--- src/rtl/spi_host.sv ---
// spi_host: valid/ready byte stream to a four-wire SPI (mode 0) + D/C bus.
// Every bus-facing output is registered. SCLK/CS_n/MOSI/DC are registered
// from the current state, so they trail the FSM by one cycle. tx_rdy_o and
// busy_o are registered from the next state, so they line up with the FSM.
// Optional build macro: SPI_HOST_RX_EN enables MISO capture on rx_vld_o/rx_data_o.
module spi_host #(
  parameter int CLK_DIV   = 3,
  parameter int SETUP_CYC = 2
) (
  input  logic       clk_i,
  input  logic       rst_n_i,
  input  logic       tx_vld_i,
  input  logic [7:0] tx_data_i,
  input  logic       tx_dc_i,
  input  logic       tx_last_i,
  output logic       tx_rdy_o,
  output logic       busy_o,
  output logic       rx_vld_o,
  output logic [7:0] rx_data_o,
  output logic       spi_sclk_o,
  output logic       spi_mosi_o,
  output logic       spi_cs_n_o,
  output logic       spi_dc_o,
  input  logic       spi_miso_i
);

  localparam int MAX_CYC = (CLK_DIV > SETUP_CYC) ? CLK_DIV : SETUP_CYC;
  localparam int CW      = $clog2(MAX_CYC + 1);
  localparam logic [CW-1:0] DIV_LOAD   = CW'(CLK_DIV - 1);
  localparam logic [CW-1:0] SETUP_LOAD = CW'(SETUP_CYC - 1);

  typedef enum logic [2:0] {
    ST_IDLE, ST_SETUP, ST_LOW, ST_HIGH, ST_WAIT, ST_HOLD
  } state_t;

  state_t        state, state_nxt;
  logic [CW-1:0] cnt;
  logic [2:0]    idx;
  logic [7:0]    data_q;
  logic          dc_q, last_q;
  logic          accept, cnt_done;
  logic          cs_n_d, sclk_d, mosi_d, rdy_d, busy_d;

  assign accept   = tx_vld_i & tx_rdy_o;
  assign cnt_done = (cnt == '0);

  // Counter reload value for the state being entered.
  function automatic logic [CW-1:0] load_val(input state_t s);
    case (s)
      ST_SETUP, ST_HOLD: return SETUP_LOAD;
      ST_LOW, ST_HIGH:   return DIV_LOAD;
      default:           return '0;
    endcase
  endfunction

  // State register.
  // NOTE: sequential state uses non-blocking (<=) so every flop samples pre-edge values.
  always_ff @(posedge clk_i or negedge rst_n_i) begin
    if (!rst_n_i) state <= ST_IDLE;
    else          state <= state_nxt;
  end

  // Next-state logic.
  // NOTE: default assignment first so no path leaves state_nxt unassigned (no latch).
  always_comb begin
    state_nxt = state;
    unique case (state)
      ST_IDLE:  if (accept) state_nxt = ST_SETUP;
      ST_SETUP: if (cnt_done) state_nxt = ST_LOW;
      ST_LOW:   if (cnt_done) state_nxt = ST_HIGH;
      ST_HIGH: begin
        if (cnt_done) begin
          if (idx != 3'd0) state_nxt = ST_LOW;
          else             state_nxt = last_q ? ST_HOLD : ST_WAIT;
        end
      end
      ST_WAIT: begin
        if (accept) state_nxt = (tx_dc_i == spi_dc_o) ? ST_LOW : ST_SETUP;
      end
      ST_HOLD:  if (cnt_done) state_nxt = ST_IDLE;
      default:  state_nxt = ST_IDLE;
    endcase
  end

  // Byte latch, shared phase counter and bit index.
  // NOTE: the datapath is reset too, so a byte aborted by reset never leaks into the next one.
  always_ff @(posedge clk_i or negedge rst_n_i) begin
    if (!rst_n_i) begin
      data_q <= '0;
      dc_q   <= 1'b0;
      last_q <= 1'b0;
      cnt    <= '0;
      idx    <= 3'd7;
    end else begin
      if (accept) begin
        data_q <= tx_data_i;
        dc_q   <= tx_dc_i;
        last_q <= tx_last_i;
      end
      if (state_nxt != state) cnt <= load_val(state_nxt);
      else if (!cnt_done)     cnt <= cnt - CW'(1);
      if (state == ST_HIGH && state_nxt == ST_LOW) idx <= idx - 3'd1;
      else if (state != ST_LOW && state_nxt == ST_LOW) idx <= 3'd7;
    end
  end

  // Output decode; SETUP keeps SCLK where it was (low from IDLE, high from WAIT).
  always_comb begin
    cs_n_d = (state == ST_IDLE);
    sclk_d = spi_sclk_o;
    mosi_d = spi_mosi_o;
    case (state)
      ST_IDLE, ST_LOW, ST_HOLD: sclk_d = 1'b0;
      ST_HIGH, ST_WAIT:         sclk_d = 1'b1;
      default:                  sclk_d = spi_sclk_o;
    endcase
    if (state == ST_LOW) mosi_d = data_q[idx];
    rdy_d  = (state_nxt == ST_IDLE) || (state_nxt == ST_WAIT);
    busy_d = (state_nxt != ST_IDLE);
  end

  // Output registers.
  always_ff @(posedge clk_i or negedge rst_n_i) begin
    if (!rst_n_i) begin
      spi_cs_n_o <= 1'b1;
      spi_sclk_o <= 1'b0;
      spi_mosi_o <= 1'b0;
      spi_dc_o   <= 1'b0;
      tx_rdy_o   <= 1'b0;
      busy_o     <= 1'b0;
    end else begin
      spi_cs_n_o <= cs_n_d;
      spi_sclk_o <= sclk_d;
      spi_mosi_o <= mosi_d;
      spi_dc_o   <= dc_q;
      tx_rdy_o   <= rdy_d;
      busy_o     <= busy_d;
    end
  end

`ifdef SPI_HOST_RX_EN
  logic [7:0] rx_sh, rx_sh_nxt;
  logic       rx_sample, rx_done;

  // MISO is taken on the first HIGH cycle, i.e. the edge that raises SCLK.
  assign rx_sample = (state == ST_HIGH) && (cnt == DIV_LOAD);
  assign rx_done   = (state == ST_HIGH) && cnt_done && (idx == 3'd0);
  assign rx_sh_nxt = rx_sample ? {rx_sh[6:0], spi_miso_i} : rx_sh;

  // Receive shift register and completed-byte capture.
  always_ff @(posedge clk_i or negedge rst_n_i) begin
    if (!rst_n_i) begin
      rx_sh     <= '0;
      rx_vld_o  <= 1'b0;
      rx_data_o <= '0;
    end else begin
      rx_sh    <= rx_sh_nxt;
      rx_vld_o <= rx_done;
      if (rx_done) rx_data_o <= rx_sh_nxt;
    end
  end
`else
  logic unused_miso;
  assign unused_miso = spi_miso_i;
  assign rx_vld_o    = 1'b0;
  assign rx_data_o   = '0;
`endif

endmodule

--- config.mk ---
export PLATFORM = sky130hd
export DESIGN_NAME = spi_host
export DESIGN_NICKNAME = d
export VERILOG_FILES = /design/src/rtl/spi_host.sv
export SDC_FILE = /design/constraint.sdc
export NUM_CORES = 1
export LEC_CHECK = 0
export BUFFER_PORTS_ARGS = -buffer_cell sky130_fd_sc_hd__buf_2
export CAP_MARGIN = 20
export CORE_UTILIZATION = 48
export DETAILED_ROUTE_END_ITERATION = 10
export GPL_TIMING_DRIVEN = 0
export PLACE_DENSITY = 0.77
export SYNTH_ARGS = -nofsm -noshare
export SYNTH_HDL_FRONTEND = slang
export SYNTH_SLANG_ARGS = --single-unit
--- constraint.sdc ---
create_clock -name clk_i -period 1.9 [get_ports clk_i]
set_input_delay 0.285 -clock clk_i [delete_from_list [all_inputs] [get_ports clk_i]]
set_output_delay 0.285 -clock clk_i [all_outputs]
set_load 0.005 [all_outputs]
# Yosys cells after proc, flatten, opt, wreduce, memory -nomap -nowiden
# Cells that the tools add are included.
dict set report word_totals {
  reg_bits 24
  latchBits 0
  mem_bits_rw 0
  romBits 0
  input_bits 14
  output_inout_bits 15
  word_cells 62
  n_memories 0
}
dict set report op_classes {
  add_sub_neg 2
  mul 0
  n_div 0
  n_lt_le_gt_ge 1
  n_eq_ne 14
  shifts 0
  mux 18
  bitwise 1
  n_reduce_logical 14
}
# cell count
set ops {}
lappend ops {{$mux 3} 9}
lappend ops {{$pmux 3 s6} 1}
lappend ops {{$eq 3x2->1 const B} 4}
lappend ops {{$eq 3x3->1 const B} 4}
lappend ops {{$eq 3x1->1 const B} 2}
lappend ops {{$logic_not 3->1} 2}
lappend ops {{$mux 2} 3}
lappend ops {{$reduce_bool 3->1} 2}
lappend ops {{$reduce_or 2->1} 3}
lappend ops {{$lt 3x4->1 const B} 1}
lappend ops {{$pmux 2 s2} 1}
lappend ops {{$reduce_bool 2->1} 2}
lappend ops {{$bmux 1 s3} 1}
lappend ops {{$ne 3x2->1 const B} 1}
lappend ops {{$ne 3x3->1} 1}
lappend ops {{$reduce_or 3->1} 1}
lappend ops {{$sub 3x1->3 const B} 1}
lappend ops {{$logic_and 1x1->1} 2}
lappend ops {{$logic_not 2->1} 1}
lappend ops {{$mux 1} 2}
lappend ops {{$ne 2x1->1 const B} 1}
lappend ops {{$pmux 1 s2} 1}
lappend ops {{$sub 2x1->2 const B} 1}
lappend ops {{$and 1x1->1} 1}
lappend ops {{2 further kinds} 2}

# Longest topological paths before layout
# Gate-level depths: netlist of run 1.
dict set report logic_depth {
  word_depth 8
  ltp_mapped 7
}

# Least setup slack after synthesis of run 1
# Ideal clock, no wire load.
dict set report synth_timing {
  kind {reg-to-reg}
  from {register idx[0]}
  to {register busy_o}
  setup_ps 136
  arrival_ps 1819
  required_ps 1764
  setup_slack_ps -55
  stages_incl_launch_ff 7
  cell_sequence {dfstp_2 inv_1 ha_1 and3b_1 a211oi_4 a22oi_4 or3_2}
}
dict set report synth_via {
  elab_chain_len 5
}
# item line_no
set synth_lines {}
lappend synth_lines {{from (decl)} 38} ;# logic [2:0] idx;
lappend synth_lines {{from (signal assigned)} 102} ;# if (state == ST_HIGH && state_nxt == ST_LOW) idx <= idx - 3'd1;
lappend synth_lines {{$reduce_bool 3->1} 73} ;# if (idx != 3'd0) state_nxt = ST_LOW;
lappend synth_lines {{$mux 3} 73}
lappend synth_lines {{$mux 3} 72} ;# if (cnt_done) begin
lappend synth_lines {{$pmux 3 s6} 67} ;# unique case (state)
lappend synth_lines {{net state_nxt[0]} 36} ;# state_t state, state_nxt;
lappend synth_lines {{$reduce_bool 3->1} 119} ;# busy_d = (state_nxt != ST_IDLE);
lappend synth_lines {{net busy_d} 42} ;# logic cs_n_d, sclk_d, mosi_d, rdy_d, busy_d;
lappend synth_lines {{to (signal assigned)} 137} ;# busy_o <= busy_d;
lappend synth_lines {{to (decl)} 17} ;# output logic busy_o,
# The timed path passes the listed nets, and every way through them passes these cells.
# A chain may end at the register's enable or synchronous reset.

# Worst setup path in the final report of run 1
dict set report layout_timing {
  from {register idx[1]}
  to {register cnt[1]}
}
dict set report layout_via {
  elab_chain_len 8
  word_cells_on_any_way 14
}
# item line_no
set layout_lines {}
lappend layout_lines {{$reduce_bool 3->1 *} 73}
lappend layout_lines {{$mux 3 *} 73}
lappend layout_lines {{$mux 3 *} 72}
lappend layout_lines {{$pmux 3 s6 *} 67}
lappend layout_lines {{net state_nxt[0]} 36}
lappend layout_lines {{$eq 3x2->1, or another cell as far along} 49} ;# case (s)
lappend layout_lines {{$reduce_or 2->1} 49}
lappend layout_lines {{$pmux 2 s2} 49}
lappend layout_lines {{$mux 2} 100} ;# if (state_nxt != state) cnt <= load_val(state_nxt);
lappend layout_lines {{to (signal assigned)} 100}
lappend layout_lines {{to (signal assigned)} 101} ;# else if (!cnt_done) cnt <= cnt - CW'(1);
lappend layout_lines {{to (decl)} 37} ;# logic [CW-1:0] cnt;
# The timed path passes the listed nets; every way through them passes the cells marked *.

==> results of run 1 <==
-- cells in the final DEF (no fill, tap or decap), types with 2 or more instances in the layout --
cell | synthesis | layout
clkbuf_4 | 0 | 3
buf_4 | 10 | 13
nor2_1 | 2 | 2
ha_1 | 3 | 2
o211ai_1 | 2 | 2
mux2_2 | 10 | 10
nand2_1 | 10 | 10
and3b_1 | 3 | 2
a31oi_1 | 5 | 5
a21oi_1 | 4 | 4
buf_1 | 2 | 2
conb_1 | 1 | 9
dfstp_2 | 4 | 4
nor2b_1 | 4 | 4
xnor2_1 | 3 | 3
mux4_2 | 2 | 2
dfrtp_1 | 20 | 20
buf_2 | 2 | 21
nand2b_1 | 4 | 4
o21ai_0 | 7 | 7
nand3_1 | 2 | 2
inv_2 | 0 | 2
inv_1 | 4 | 2
-- power groups by stage --
| stage | sequential (mW) | clock (mW) | combinational (mW) |
|---|---|---|---|
| after floorplan | 0.903 | 0 | 0.943 |
| after global placement | 0.929 | 0 | 1.14 |
| after detailed placement | 0.947 | 0 | 1.19 |
| after CTS | 0.914 | 0.235 | 1.26 |
| after global routing | 0.946 | 0.256 | 1.42 |
| final | 0.910 | 0.226 | 1.27 |
-- per-layer routing --
layer | wire length (µm) | GRT usage, % | up-vias
li1 | - | - | 480
met1 | 1002 | 23.40 | 474
met2 | 1197 | 32.13 | 32
met3 | 114 | 3.333 | 4
met4 | 48 | 10.26 | 0
met5 | 0 | 0 | -
-- repair_timing --
| action | in CTS | in global routing |
|---|---|---|
| pin swaps | 3 | 0 |
| endpoints found under the hold margin | 20 | 0 |
| setup endpoints to repair | 5 | 3 |
| buffers inserted | 3 | 0 |
| hold buffers | 1 | 0 |
| gates resized for setup | 2 | 2 |
-- state kept, by name, indices dropped and copies added, names as in the netlist --
register,flops
spi_cs_n_o,1
spi_dc_o,1
last_q,1
spi_sclk_o,1
idx,3
cnt,2
state,3
spi_mosi_o,1
busy_o,1
data_q,8
dc_q,1
tx_rdy_o,1
-- how the worst max path moves through the flow --
stage,start,to,slack [ns],cells past startpoint
after floorplan,idx[0]$_DFFE_PN1P_,cnt[1]$_DFFE_PN0P_,-0.02,7
after global placement,idx[0]$_DFFE_PN1P_,cnt[1]$_DFFE_PN0P_,-0.15,7
after detailed placement,idx[0]$_DFFE_PN1P_,cnt[1]$_DFFE_PN0P_,-0.20,7
after CTS,idx[1]$_DFFE_PN1P_,cnt[1]$_DFFE_PN0P_,0.01,7
after global routing,idx[1]$_DFFE_PN1P_,cnt[1]$_DFFE_PN0P_,-0.06,7
final,idx[1]$_DFFE_PN1P_,cnt[1]$_DFFE_PN0P_,-0.002,7
-- per-stage QoR --
step	cells	utilization, %	instance area [µm²]	worst slack [ns]
after floorplan	129	-	1383	-0.01935
after global placement	177	59.34	1510	-0.1454
after detailed placement	177	59.34	1510	-0.1953
after CTS	185	61.70	1570	0.009613
after global routing	185	62.19	1583	-0.06051
final	185	62.19	1583	-0.001888
-- cell type report --
cell class	count	area, µm²	share of cell area [%]
sequential	24	605.6	38.26
multi-input combinational	86	678.2	42.85
buffer	15	97.59	6.166
timing repair buffer	22	122.6	7.747
tap	30	37.54	2.372
inverter	4	15.01	0.9486
clock buffer	4	26.28	1.660
-- critical path: stages (launching register included) --
cell	delay [ns]
dfstp_2	0.56
inv_2	0.05
ha_4	0.15
and3b_2	0.22
a211oi_4	0.29
a22oi_4	0.12
xnor2_1	0.15
a32o_1	0.26
-- cells by family (layout without fill, tap and decap cells) --
| logic type | after synthesis | in the layout | share of synthesized area, % |
|---|---|---|---|
| other cells | 1 | 9 | 0.2809 |
| compound gates | 29 | 29 | 16.96 |
| xor+xnor | 3 | 3 | 1.968 |
| simple gates | 29 | 29 | 11.72 |
| fa+ha+maj | 3 | 3 | 2.812 |
| mux | 13 | 13 | 12.56 |
| flops | 24 | 24 | 45.36 |
| buf+inv | 19 | 45 | 8.341 |
-- cells in the mapped netlist (3+ instances only) --
library cell | instances | area share [%]
dfrtp_1 | 20 | 37
nand2b_1 | 4 | 1.9
mux2_2 | 10 | 8.4
ha_1 | 3 | 2.8
nor2b_1 | 4 | 1.9
xnor2_1 | 3 | 2.0
nand2_1 | 10 | 2.8
buf_4 | 10 | 5.6
o21ai_0 | 7 | 2.6
inv_1 | 4 | 1.1
a21oi_1 | 4 | 1.5
dfstp_2 | 4 | 7.9
and3b_1 | 3 | 2.0
a31oi_1 | 5 | 2.3
==> impl_metrics.tcl, run 1 <==
set metrics [dict create \
    cts_tree "done" \
    fmax_mhz 525.8 \
    start_kind "flip-flop" \
    numClockSinks 24 \
    crit_type "flip-flop to flip-flop" \
    die_h_um 54.74 \
    clock_power_share_pct 9.4 \
    cap_violations 0 \
    fin_skew_ns 0.0007909 \
    antenna_cells 0 \
    vdd.ir_drop.worst_v 0.001030 \
    syn_area_per_cell_um2 11.03 \
    seq_area_frac_synth_pct 45.36 \
    synth_cells 121 \
    clock_path_buffers 2 \
    p_per_area_nw_per_um2 1518 \
    grt.total_usage_pct 19.25 \
    holdWs_ns 0.1944 \
    synth_warnings 0 \
    clock_latency_ns 0.31 \
    synth_edf_count 0 \
    cts_buffers 3 \
    grt_pass1_vias 887 \
    crit_fanout 5 \
    rsz0062_at_grt "true" \
    grt_antenna_before_repair 0 \
    rows 18 \
    r2r_slack_ns -0.002 \
    worst_slack_ns -0.001888 \
    synth_area_um2 1335 \
    p_int_mw 1.500 \
    synthDistinctLibCells 38 \
    period_needed_ns 1.902 \
    ios 29 \
    ant_nets 0 \
    finalHoldViolCount 0 \
    p_total_mw 2.403 \
    wl_um 2362 \
    grt_max_degree 25 \
    r2r_end "cnt[1]$_DFFE_PN0P_" \
    dp_hpwl_um 1760 \
    reg2reg_from "idx[1]$_DFFE_PN1P_" \
    grt.overflow.total 0 \
    status "finished, violations left" \
    design.die.area_um2 2996 \
    async_flop_share_pct 100.0 \
    p_comb_share_pct 52.7 \
    root_buffer "clkbuf_4" \
    first_iter_violations 9 \
    portBuffers 18 \
    seq_power_share_pct 37.9 \
    syn2layout_area_growth_pct 18.56 \
    r2r_cells 7 \
    tightest_slew_ns 0.5134 \
    min_from "tx_data_i[0]" \
    relSlewSlack_pct 65.77 \
    dr_total_vias 990 \
    drt-vias-per-instance 5.351 \
    grt_pass1_wl_um 3939 \
    gp_congestion 0.8142 \
    ys.flop_type "dfrtp_1" \
    clk_pin_slew_worst_paths_ns 0.12 \
    start_util_pct 52.46 \
    post-route-period-util_pct 100.1 \
    endpoint_kind "flip-flop" \
    layout-drive-gt1-share_pct 39.35 \
    fp.coreArea_um2 2545 \
    min_to "data_q[0]$_DFFE_PN0P_" \
    fill_cells 221 \
    drt-wirelength-per-cell_um 12.77 \
    final_nets 173 \
    first_pass_iters 4 \
    drc 0 \
    slew_viol_final 0 \
    critPathRequiredTime_ns 2.11 \
    p_switching_uw 902.4 \
    min_path_type "primary input to flip-flop" \
    htree_levels 1 \
    violations "setup timing" \
    setup_tns_ns -0.001888 \
    ys_ff_latch 24 \
    p_leak_nw 0.7218 \
    min_path_cells 2 \
    die_w_um 54.74 \
    setup_viol 1 \
    cp.arrival_ns 2.11 \
    switching_share_pct 37.56 \
]
Power figures use the tool's default switching activity.
==> run 2: changes to the inputs <==
- CTS_CLUSTER_DIAMETER: not set -> 40
- RECOVER_POWER: not set -> 25
==> run 2 against run 1 <==
The flow still finishes with violations (setup timing). Clock power barely moved. Cell area barely moved. Sequential power barely moved. Die area did not move. Count of clock-buffer cells in the layout did not move. Clock skew did not move. Critical path depth did not move. Utilization barely moved. Combinational power barely moved. Wire length barely moved. Setup slack did not move. Critical path type unchanged. Critical endpoint unchanged.
==> impl_metrics.tcl, run 2 (synthesis results as in run 1) <==
set metrics [dict create \
    grt_antenna_before_repair 0 \
    design.die.area_um2 2996 \
    violations "setup timing" \
    tightest_slew_ns 1.232 \
    min_path_type "primary input to flip-flop" \
    wl_um 2361 \
    antenna_cells 0 \
    p_leak_nw 0.7191 \
    grt_pass1_vias 887 \
    clock_path_buffers 2 \
    vdd.ir_drop.worst_v 0.001030 \
    min_to "data_q[0]$_DFFE_PN0P_" \
    drt-wirelength-per-cell_um 12.76 \
    place_area_um2 1510 \
    switching_share_pct 37.56 \
    seq_power_share_pct 37.9 \
    critPathLaunch "idx[1]$_DFFE_PN1P_" \
    cts_tree "done" \
    p_comb_share_pct 52.7 \
    drc 0 \
    clk_pin_slew_worst_paths_ns 0.12 \
    period_needed_ns 1.902 \
    slowest_delay_ns 0.56 \
    reg2reg_from "idx[1]$_DFFE_PN1P_" \
    slowest_stage "dfstp_2" \
    htree_levels 1 \
    min_from "tx_data_i[0]" \
    endpoint_kind "flip-flop" \
    fmax_mhz 525.8 \
    rsz0062_at_grt "true" \
    crit_buf_inv 1 \
    status "finished, violations left" \
    worstPathCellList "inv_2 -> ha_4 -> and3b_2 -> a211oi_4 -> a22oi_4 -> xnor2_1 -> a32o_1" \
    final_nets 173 \
    die_h_um 54.74 \
    r2r_slack_ns -0.002 \
    clock_latency_ns 0.31 \
    crit_family "compound AO/OA/AOI/OAI gates" \
    holdWs_ns 0.1944 \
    worst_slack_ns -0.001888 \
    p_switching_uw 902.4 \
    critPathRequiredTime_ns 2.11 \
    start_kind "flip-flop" \
    first_pass_iters 4 \
    rows 18 \
    p_per_area_nw_per_um2 1519 \
    r2r_cells 7 \
    finalHoldViolCount 0 \
    fin_skew_ns 0.0007909 \
    numClockSinks 24 \
    syn2layout_area_growth_pct 18.46 \
    relSlewSlack_pct 17.86 \
    cp.arrival_ns 2.11 \
    crit_type "flip-flop to flip-flop" \
    crit_fanout 5 \
    setup_viol 1 \
    slew_viol_final 0 \
    grt_max_degree 25 \
    fill_cells 222 \
    grt_pass1_wl_um 3939 \
    stdcell_area_um2 1582 \
    gp_congestion 0.8142 \
    first_iter_violations 9 \
    clock_power_share_pct 9.4 \
    ant_nets 0 \
    setup_tns_ns -0.001888 \
    top_register "data_q" \
    ios 29 \
    multi_input_area_um2 678.2 \
    r2r_end "cnt[1]$_DFFE_PN0P_" \
    utilization_pct 62.14 \
    cts_buffers 3 \
    portBuffers 18 \
    dr_total_vias 990 \
    cap_violations 0 \
    start_util_pct 52.46 \
    root_buffer "clkbuf_4" \
    p_total_mw 2.402 \
    post-route-period-util_pct 100.1 \
    regArea_um2 605.6 \
    grt.overflow.total 0 \
    p_int_mw 1.500 \
    die_w_um 54.74 \
    largest_register_ffs 8 \
    layout-drive-gt1-share_pct 38.71 \
    dp_hpwl_um 1760 \
    reg_top3 "data_q x8, idx x3, state x3" \
    drt-vias-per-instance 5.351 \
    grt.total_usage_pct 19.25 \
    min_path_cells 2 \
    final_cell_mix "buf_2, dfrtp_1, buf_4, nand2_1, mux2_2" \
    fp.coreArea_um2 2545 \
]
==> run 2: changes by cell type in the layout (fill, tap and decap cells not counted) <==
cell	previous run	this run
buf_2	21	20
clkbuf_1	1	2
==> run 2: power groups by stage <==
stage          Sequential [mW]  Combinational [mW]  Clock [mW]
2_1_floorplan            0.903               0.943           0
6_report                 0.910                1.27       0.226
4_1_cts                  0.914                1.26       0.235
3_5_place_dp             0.947                1.19           0
3_3_place_gp             0.929                1.14           0
5_1_grt                  0.946                1.42       0.256
==> run 2: worst max-delay path by stage <==
stage / endpoint / slack (ns) / depth (start not counted)
after floorplan: cnt[1]$_DFFE_PN0P_ / -0.02 / 7
after global placement: cnt[1]$_DFFE_PN0P_ / -0.15 / 7
after detailed placement: cnt[1]$_DFFE_PN0P_ / -0.20 / 7
after CTS: cnt[1]$_DFFE_PN0P_ / 0.01 / 7
after global routing: cnt[1]$_DFFE_PN0P_ / -0.06 / 7
final: cnt[1]$_DFFE_PN0P_ / -0.002 / 7
==> run 2: worst register-to-register path, cell delays in order, from the launching register on <==
cell and delay [ns]:
dfstp_2 0.56, inv_2 0.05, ha_4 0.15, and3b_2 0.22, a211oi_4 0.29, a22oi_4 0.12
xnor2_1 0.15, a32o_1 0.26
==> run 2: stage by stage <==
stage               setup slack (ns)  instances
finish                     -0.001888        185
global placement             -0.1454        177
global route                -0.06051        185
CTS                         0.009613        185
floorplan                   -0.01935        129
detailed placement           -0.1953        177
==> run 2: cell type report <==
| cell class | instances | share of cell area (%) |
|---|---|---|
| inverter | 4 | 0.9494 |
| sequential | 24 | 38.29 |
| tap | 30 | 2.373 |
| multi-input combinational | 86 | 42.88 |
| timing repair buffer | 22 | 7.674 |
| clock buffer | 4 | 1.661 |
| buffer | 15 | 6.171 |
==> run 2: what timing repair did <==
| action | in CTS | in global routing |
|---|---|---|
| gates cloned | 0 | 0 |
| pin swaps | 3 | 0 |
| setup buffers | 3 | 0 |
| hold buffers | 1 | 0 |
| endpoints found under the hold margin | 20 | 0 |
| resized for setup | 2 | 2 |
| setup endpoints to repair | 5 | 3 |
==> run 2: metal layers <==
layer	wire length, µm	global-route usage (%)	vias to the layer above
met3	114	3.333	4
met5	0	0	-
li1	-	-	480
met2	1197	32.13	32
met4	48	10.26	0
met1	1001	23.40	474
==> run 3: changes to the inputs <==
- HOLD_SLACK_MARGIN: not set -> 0.08
- PLACE_DENSITY: 0.77 -> not set
- PLACE_DENSITY_LB_ADDON: not set -> 0.15
==> run 3 against run 2 <==
The flow now finishes without violations. Sequential power is essentially flat. Global-route usage shrank 0.56 points. Final cell count is the same. Highest routed layer unchanged.
==> impl_metrics.tcl, run 3 (synthesis results as in run 1) <==
set metrics [dict create \
    status "complete, no violations" \
    slowest_stage "dfstp_2" \
    root_buffer "clkbuf_4" \
    grt_pass1_wl_um 3891 \
    rsz0062_at_grt "true" \
    setup_viol 0 \
    drt-wirelength-per-cell_um 12.85 \
    grt_pass1_vias 918 \
    min_path_type "primary input to flip-flop" \
    holdWs_ns 0.1910 \
    cp.arrival_ns 2.10 \
    dp_hpwl_um 1771 \
    start_kind "flip-flop" \
    place_area_um2 1510 \
    clock_path_buffers 2 \
    layout_commonest_cell "dfrtp_1" \
    dr_total_vias 1000 \
    fp.coreArea_um2 2545 \
    cts_buffers 3 \
    tightest_slew_ns 1.249 \
    ant_nets 0 \
    clk_pin_slew_worst_paths_ns 0.13 \
    wl_um 2378 \
    start_util_pct 52.46 \
    endpoint_kind "flip-flop" \
    worstPathCellList "inv_2 -> ha_4 -> and3b_2 -> a211oi_4 -> a22oi_4 -> xnor2_1 -> a32o_1" \
    ios 29 \
    grt.overflow.total 0 \
    numClockSinks 24 \
    post-route-period-util_pct 98.98 \
    slowest_delay_ns 0.56 \
    fin_skew_ns 0.005809 \
    drc 0 \
    crit_fanout 5 \
    portBuffers 18 \
    fmax_mhz 531.7 \
    final_cell_mix "dfrtp_1, buf_2, buf_4, nand2_1, mux2_2" \
    layout-drive-gt1-share_pct 40.00 \
    crit_type "flip-flop to flip-flop" \
    first_pass_iters 4 \
    period_needed_ns 1.881 \
    clock_latency_ns 0.32 \
    reg_top3 "data_q x8, idx x3, state x3" \
    design.die.area_um2 2996 \
    slew_viol_final 0 \
    finalHoldViolCount 0 \
    final_nets 173 \
    top_register "data_q" \
    die_w_um 54.74 \
    die_h_um 54.74 \
    gp_congestion 0.8896 \
    rows 18 \
    p_per_area_nw_per_um2 1540 \
    cts_tree "done" \
    first_iter_violations 6 \
    grt_antenna_before_repair 0 \
    htree_levels 1 \
    antenna_cells 0 \
    vdd.ir_drop.worst_v 0.0009462 \
    syn2layout_area_growth_pct 19.59 \
    largest_register_ffs 8 \
    stdcell_area_um2 1597 \
    relSlewSlack_pct 16.74 \
    cap_violations 0 \
    grt.total_usage_pct 18.69 \
    p_leak_nw 0.7239 \
    critPathRequiredTime_ns 2.12 \
    grt_max_degree 25 \
    drt-vias-per-instance 5.405 \
]
## run 3: cell count changes in the layout (fill, tap and decap cells not counted), sizes merged
cell	previous run	this run
buf	35	34
clkbuf	5	6
## run 3: what timing repair did
action,4_1_cts,5_1_grt
setup buffers,3,0
pin swaps,3,0
hold endpoints to repair,20,0
hold buffers,1,0
gates resized for setup,2,4
endpoints found under the setup margin,6,5
## run 3: worst max-delay path, delay by kind of cell (launching register included)
kind / cells / cell delay [ns]
adders and majority gates: 1 / 0.15
AOI/OAI and AO/OA: 3 / 0.63
buffers and inverters: 1 / 0.05
DFF: 1 / 0.56
xor gates and xnor gates: 1 / 0.16
and+or+nand+nor: 1 / 0.23
## run 3: layout make-up
cell class	instances	area, µm²
clock buffer	4	36.28
tap	30	37.54
fill	211	948.4
buffer	15	100.1
multi-input combinational	86	680.7
sequential	24	605.6
inverter	4	15.01
timing repair buffer	22	121.4
## run 3: final timing paths
kind,startpoint,endpoint,slack (ns),cells after the start
worst max-delay path,idx[1]$_DFFE_PN1P_,cnt[1]$_DFFE_PN0P_,0.02,7
worst min-delay path,tx_last_i,last_q$_DFFE_PN0P_,0.19,2
worst max register to register,idx[1]$_DFFE_PN1P_,cnt[1]$_DFFE_PN0P_,0.02,7
worst min register to register,dc_q$_DFFE_PN0P_,spi_dc_o$_DFF_PN0_,0.40,0
max in group asynchronous,rst_n_i,data_q[4]$_DFFE_PN0P_,0.42,2
min in group asynchronous,rst_n_i,cnt[1]$_DFFE_PN0P_,0.74,2
## run 3: through the flow
stage | setup TNS, ns | setup slack [ns] | total power, mW | std cells | util, %
CTS | 0 | 0.01568 | 2.446 | 185 | 62.09
finish | 0 | 0.01940 | 2.459 | 185 | 62.73
floorplan | -0.01935 | -0.01935 | 1.846 | 129 | -
global placement | -0.2681 | -0.1615 | 2.068 | 177 | 59.34
detailed placement | -0.3527 | -0.1918 | 2.125 | 177 | 59.34
global route | -0.1076 | -0.07830 | 2.672 | 185 | 62.73
## run 3: per-layer routing
metal  global-route usage, %  up-vias  wire length (µm)
li1                        -      484                 -
met1                   24.48      483              1082
met2                   30.12       28              1167
met3                   3.333        5                94
met4                   7.692        0                33
met5                       0        -                 0
## run 3: power by group
part	switching, mW	internal [mW]
registers	0.144	0.767
logic	0.615	0.663
clock network	0.153	0.117
total	0.912	1.55
